$ cat src/rtl/rr_onehot_arbiter_8.sv
// rr_onehot_arbiter_8: round-robin arbiter turning request pulses into one registered one-hot grant with valid/ready
module rr_onehot_arbiter_8 #(
  parameter int NREQ   = 8,
  parameter int DROP_W = 8
) (
  input  logic              clk,
  input  logic              rst_n,
  input  logic [NREQ-1:0]   req,
  output logic [NREQ-1:0]   grant,
  output logic              grant_valid,
  input  logic              grant_ready,
  output logic [DROP_W-1:0] drop_cnt
);
  typedef enum logic {IDLE, GRANT} state_t;
  state_t            r_state;
  logic [NREQ-1:0]   r_pend, r_grant, w_clr, w_cand;
  logic [2:0]        r_ptr, w_off, w_win;
  logic [DROP_W-1:0] r_drop;
  logic              r_valid, w_accept, w_drop;
  assign w_accept = r_valid & grant_ready;
  assign w_clr    = w_accept ? r_grant : '0;
  assign w_drop   = |(req & r_pend & ~w_clr);
  // Only registered pend competes; requests landing on the accept cycle wait for the next search.
  assign w_cand   = (r_state == IDLE) ? r_pend : r_pend & ~r_grant;
  always_comb begin
    w_off = '0;
    for (int i = NREQ - 1; i >= 0; i--) if (w_cand[r_ptr + 3'(i)]) w_off = 3'(i);
  end
  assign w_win = r_ptr + w_off;
  always_ff @(posedge clk or negedge rst_n)
    if (!rst_n) begin
      r_state <= IDLE;
      r_pend  <= '0;
      r_grant <= '0;
      r_valid <= 1'b0;
      r_ptr   <= '0;
      r_drop  <= '0;
    end else begin
      r_pend <= (r_pend & ~w_clr) | req;
      if (w_drop && r_drop != '1) r_drop <= r_drop + DROP_W'(1);
      if (r_state == IDLE || grant_ready) begin
        if (|w_cand) begin
          r_grant <= NREQ'(1) << w_win;
          r_valid <= 1'b1;
          r_ptr   <= w_win + 3'd1;
          r_state <= GRANT;
        end else begin
          r_grant <= '0;
          r_valid <= 1'b0;
          r_state <= IDLE;
        end
      end
    end
  assign grant       = r_grant;
  assign grant_valid = r_valid;
  assign drop_cnt    = r_drop;
endmodule

$ cat config.mk
export PLATFORM = sky130hd
export DESIGN_NAME = rr_onehot_arbiter_8
export DESIGN_NICKNAME = d
export VERILOG_FILES = /design/src/rtl/rr_onehot_arbiter_8.sv
export SDC_FILE = /design/constraint.sdc
export NUM_CORES = 1
export LEC_CHECK = 0
export ABC_AREA = 1
export CAP_MARGIN = 20
export CORE_MARGIN = 5
export CORE_UTILIZATION = 25
export DETAILED_ROUTE_END_ITERATION = 8
export PLACE_DENSITY = 0.5
export SKIP_CTS_REPAIR_TIMING = 1
export SLEW_MARGIN = 20
export SYNTH_ARGS = -nofsm -noshare
export SYNTH_HDL_FRONTEND = slang
export SYNTH_SLANG_ARGS = --single-unit
export TNS_END_PERCENT = 1
$ cat constraint.sdc
create_clock -name clk -period 3 [get_ports clk]
set_input_delay 0.9 -clock clk [delete_from_list [all_inputs] [get_ports clk]]
set_output_delay 0.9 -clock clk [all_outputs]
set_load 0.05 [all_outputs]
# ---- Word level (Yosys, flattened, before mapping)
# Index checks and enable logic that the tools add are counted.
dict set report word_totals {
  ff_bits 28
  out_inout_bits 17
  input_bits 11
}
dict set report classes {
  eq_ne 1
  bitwise 9
  magnitude_cmp 8
  shift 1
  reduce_logical 5
  mux 28
  n_addsub 10
}
# operator count
set op_table {}
lappend op_table {{bitwise AND 8 bit} 4}
lappend op_table {{less-than comparator 3 x 4 -> 1 bit (second input constant)} 8}
lappend op_table {{binary-select mux 1 bit (select 3 bit)} 8}
lappend op_table {{two-way mux 3 bit} 8}
lappend op_table {{two-way mux 8 bit} 3}
lappend op_table {{NOT 8 bit} 2}
lappend op_table {{OR reduction 8 bit} 2}
lappend op_table {{adder 3 bit (second input constant)} 4}
lappend op_table {{two-way mux 1 bit} 9}
lappend op_table {{adder 8 x 1 -> 8 bit (second input constant)} 1}
lappend op_table {{inequality test 8 bit (second input constant)} 1}
lappend op_table {{bitwise OR 8 bit} 1}
lappend op_table {{left shift 1 x 3 -> 8 bit (first input constant)} 1}
lappend op_table {{adder 3 x 1 -> 3 bit (second input constant)} 2}
lappend op_table {{adder 3 x 2 -> 3 bit (second input constant)} 2}
lappend op_table {{adder 3 bit} 1}
lappend op_table {{AND reduction 2 bit} 1}
lappend op_table {{bitwise AND 1 bit} 1}
lappend op_table {{logical AND 1 bit} 1}
lappend op_table {{logical OR 1 bit} 1}
lappend op_table {{NOT 1 bit} 1}

# ---- Longest topological paths before layout
# Gate-level depths: netlist (run 1).
dict set report logic_depth {
  depth_word 16
  depth_mapped 24
  ltp_nobuf 23
}

# ---- Worst setup path after synthesis (run 1)
# OpenSTA, ideal clock, no wires.
dict set report synth_path {
  kind {reg2reg}
  from {register r_state}
  to {register r_ptr[2]}
  path_slack_ps -192
  stages_incl_launch_ff 24
  arrival_ps 3066
  synth_period_minus_slack_ps 3192
  path_cell_list {dfrtp_1 -> buf_6 -> nand2_2 -> nand3_1 -> nand3_2 -> nand2_2 -> nand2_1 -> nand2_1 -> nand2_1 -> nand2_1 -> nand2_1 -> nand2_1 -> nand2_1 -> a21boi_0 -> ha_1 -> inv_1 -> fa_1 -> xnor2_1 -> nand3_2 -> nand2_2 -> inv_1 -> ha_1 -> nand2_1 -> o21ai_0}
}
dict set report synth_via {
  elab_chain_len 13
  elab_cells_between_ends 31
}
# element line
set synth_lines {}
lappend synth_lines {{start, declared} 15} ;# state_t r_state;
lappend synth_lines {{start signal, assigned} 32} ;# r_state <= IDLE;
lappend synth_lines {{start signal, assigned} 46} ;# r_state <= GRANT;
lappend synth_lines {{start signal, assigned} 50} ;# r_state <= IDLE;
lappend synth_lines {{two-way mux 8 bit} 24} ;# assign w_cand = (r_state == IDLE) ? r_pend : r_pend & ~r_grant;
lappend synth_lines {{binary-select mux 1 bit (select 3 bit)} 27} ;# for (int i = NREQ - 1; i >= 0; i--) if (w_cand[r_ptr + 3'(i)]) w_off = 3'(i);
lappend synth_lines {{two-way mux 1 bit (not written as such)} 27}
lappend synth_lines {{two-way mux 3 bit (8 in series)} 27}
lappend synth_lines {{adder 3 bit} 29} ;# assign w_win = r_ptr + w_off;
lappend synth_lines {{adder 3 x 1 -> 3 bit} 45} ;# r_ptr <= w_win + 3'd1;
lappend synth_lines {{end signal, assigned} 45}
lappend synth_lines {{end, declared} 17} ;# logic [2:0] r_ptr, w_off, w_win;
# Several ways; a longest one is shown, not always the timed one. The select of a mux whose other input is x is not followed.
# A chain may end at the register's enable or synchronous reset.

# ---- Worst setup path in the final report (run 1)
dict set report layout_path {
  from {register r_ptr[1]}
  to {register r_ptr[2]}
}
dict set report layout_via {
  elab_chain_len 13
  elab_cells_between_ends 33
}
# element line
set layout_lines {}
lappend layout_lines {{adder 3 bit} 27}
lappend layout_lines {{binary-select mux 1 bit (select 3 bit)} 27}
lappend layout_lines {{two-way mux 1 bit (not written as such)} 27}
lappend layout_lines {{two-way mux 3 bit (8 in series)} 27}
lappend layout_lines {{adder 3 bit (*)} 29}
lappend layout_lines {{adder 3 x 1 -> 3 bit (*)} 45}
# Every way passes the cells marked *; elsewhere a longest branch is shown, timed or not. The select of a mux whose other input is x is not followed.

==> flow_metrics.tcl, run 1 <==
set metrics [dict create \
    slew_violations 0 \
    arrival_ns 3.15 \
    port_buffers 27 \
    skew_ns 0.004236 \
    finalHoldViolations 0 \
    clock_latency_ns 0.27 \
    fin_crit_ns 2.977 \
    fmax_ghz 0.3359 \
    dp_slack_ns -0.03264 \
    clock_sinks 28 \
    setup_viol 0 \
    cp_slowest_stage_delay_ns 0.40 \
    ios 28 \
    viasPerCell 4.500 \
    antenna_found_initial 0 \
    wl_per_cell_microns 12.84 \
    cp_max_fo 5 \
    r2r_end "r_ptr[2]" \
    grt_max_degree 29 \
    leakage_uw 0.001371 \
    clk_path_buf_depth 2 \
    fp-row-count 33 \
    yosys_warnings 0 \
    crit_family "adder cells" \
    p_per_area_mw_per_mm2 1272 \
    ys_seq_area_share_pct 34.36 \
    hpwl_microns 4365 \
    cp-end-kind "flip-flop" \
    ys_seq_elements 28 \
    crit_path_frequent_cell "nand2_1" \
    ant_nets 0 \
    critPathBufInv 6 \
    cts_tree "yes" \
    die_area_sq_mm 0.01006 \
    start_kind "flip-flop" \
    worstMarginPinSlew_ns 0.5103 \
    syn_area_sq_mm 0.002039 \
    required_ns 3.17 \
    fillers 889 \
    r2r_slack_ns 0.02 \
    clk_pin_slew_worst_paths_ns 0.10 \
    initial_core_util_pct 25.20 \
    drt_iter0_drc 109 \
    synth_top_area_share_pct 34.36 \
    grt_remaining_overflow 0 \
    syn_to_final_growth_pct 38.22 \
    grt_pass1_vias 1913 \
    critPathSlowestCell "dfrtp_1" \
    peakVddDrop_mv 0.4592 \
    root_buffer "clkbuf_8" \
    cts-buffers-inserted 3 \
    reg2reg_from "r_ptr[1]" \
    synth_fp_nets 295 \
    path_cells "clkinvlp_4 > ha_4 > inv_6 > nand3_2 > nand3_2 > nand2_2 > inv_1 > nand2_1 > nand2_1 > nand2_1 > nand2_1 > a21boi_2 > ha_2 > inv_2 > fa_2 > xnor2_2 > inv_1 > nand2_2 > nand2_2 > inv_2 > ha_4 > nand2_1 > o21ai_1" \
    r2r_cells 23 \
    drtPass1Iterations 4 \
    die_h_microns 100.3 \
    netlist_instances 278 \
    wl_microns 5573 \
    max_slew_margin_pct 65.87 \
    drc_errors 0 \
    path_depth 23 \
    synthDistinctLibCells 28 \
    drive_gt1_share_pct 28.57 \
    avgSynthCellArea_sq_um 7.336 \
    setup_ws_ns 0.02251 \
    synth.area.top_cells "dfrtp_1, nand2_1, nand3_1" \
    hold_end "drop_cnt[7]" \
    critPathKind "reg -> reg" \
    drv_cap 0 \
    final.period_utilization_pct 99.25 \
    holdCritStartpoint "drop_cnt[7]" \
    core-area_sq_mm 0.008093 \
    htreeDepth 1 \
    grt_pass1_wl_microns 9018 \
    min_path_type "reg -> reg" \
    rsz0062_at_grt "true" \
    vias 1953 \
    die_w_microns 100.3 \
    track_usage_pct 10.92 \
    hold_path_depth 2 \
    status "finished, final reports clean" \
    yosys.area.top_type "dfrtp_1" \
    nNetsFinal 347 \
    hold_slack_ns 0.5347 \
    gp_congestion 0.8695 \
    antenna_cells 0 \
]
-- metrics by stage --
stage | utilization (%) | setup TNS (ns) | power, uW | instance area [sq um] | instances
floorplan | - | -0.08699 | 2286 | 2069 | 278
global placement | 31.66 | 0 | 3007 | 2562 | 423
detailed placement | 31.66 | -0.03264 | 3011 | 2562 | 423
CTS | 32.34 | -0.05095 | 3266 | 2618 | 427
global route | 34.83 | -1.594 | 3937 | 2819 | 434
finish | 34.83 | 0 | 3584 | 2819 | 434
-- placed cells by master (no fill, tap or decap), types with 2 or more instances in the layout --
cell type        count
nand2_1             89
nand3_1             30
clkdlybuf4s50_1     27
dfrtp_1             26
inv_1               24
buf_4               22
nand3_2             21
nand2_2             18
o21ai_0              9
nor2_1               6
xor2_1               6
inv_2                4
nor3_1               4
clkbuf_8             4
o22ai_1              3
a21o_1               2
nand2_4              2
xnor2_2              2
nand3_4              2
nor2_2               2
xnor2_1              2
nand4_1              2
ha_4                 2
ha_2                 2
dfrtp_2              2
-- worst register-to-register path: cells and delay by family (launching register included) --
kind / cells / cell delay, ns
AOI/OAI and AO/OA: 2 / 0.18
xor gates and xnor gates: 1 / 0.16
adders and majority gates: 4 / 1.10
buffers and inverters: 6 / 0.40
DFF: 1 / 0.40
and+or+nand+nor: 10 / 0.64
-- sequential cells by signal, indices dropped and copies added (netlist names) --
name,count
r_pend,8
r_state,1
drop_cnt,8
r_ptr,3
grant,8
-- logic make-up (layout without fill, tap and decap cells) --
family | Yosys count | count (layout) | synth area share, %
XOR/XNOR | 11 | 11 | 5.092
adder cells (fa/ha/maj) | 6 | 6 | 4.049
buffers and inverters | 35 | 86 | 8.221
AND/OR/NAND/NOR | 180 | 180 | 43.01
AO/OA/AOI/OAI | 18 | 18 | 5.276
flip-flops | 28 | 28 | 34.36
-- Yosys cell counts --
master	number
nand2_1	91
nand3_1	46
inv_1	30
dfrtp_1	28
nand2_2	16
o21ai_0	10
nand3_2	7
nor2_1	6
xor2_1	6
ha_1	5
nor3_1	5
xnor2_1	4
buf_6	3
o22ai_1	3
a21o_1	2
nand2_4	2
nand4_1	2
nor2_2	2
a211o_1	1
a21boi_0	1
buf_8	1
fa_1	1
inv_4	1
nand3b_1	1
nand4_4	1
nor2_4	1
o21bai_1	1
xnor2_2	1
-- power breakdown --
group          internal (uW)  total (uW)  switching [uW]  leakage [uW]
logic                   1110        2710            1600       0.00102
registers                494         638             143      0.000323
clock network            118         238             120     0.0000288
total                   1730        3580            1860       0.00137
-- per-layer routing --
metal  global-route usage (%)  routed length (microns)  vias up
met2                    18.65                     2800       33
met5                        0                        0        -
met3                    1.112                      140        4
met4                    2.176                       36        0
li1                         -                        -      999
met1                    14.99                     2597      917
-- worst max path at each step --
stage	from	endpoint	slack, ns
final	r_ptr[1]	r_ptr[2]	0.02
after global routing	r_ptr[1]	r_ptr[2]	-0.26
after CTS	r_ptr[1]	r_ptr[2]	-0.05
after detailed placement	r_ptr[1]	r_ptr[2]	-0.03
after global placement	r_ptr[1]	r_ptr[2]	0.02
after floorplan	r_ptr[1]	r_ptr[2]	-0.09
-- cell type report --
| type | count | area, sq um | share of cell area, % |
|---|---|---|---|
| Clock buffer | 4 | 55.05 | 1.953 |
| Inverter | 31 | 127.6 | 4.527 |
| Multi-Input combinational cell | 215 | 1339 | 47.49 |
| Sequential cell | 28 | 703.2 | 24.94 |
| Tap cell | 105 | 131.4 | 4.660 |
| Timing Repair Buffer | 51 | 462.9 | 16.42 |
Power figures use the tool's default switching activity.
==> run 2: changes to the inputs <==
SETUP_SLACK_MARGIN = 0.1   (was not set)
==> results of run 2 <==
Same layout as run 1: the final DEF is identical, and so are final timing and power.
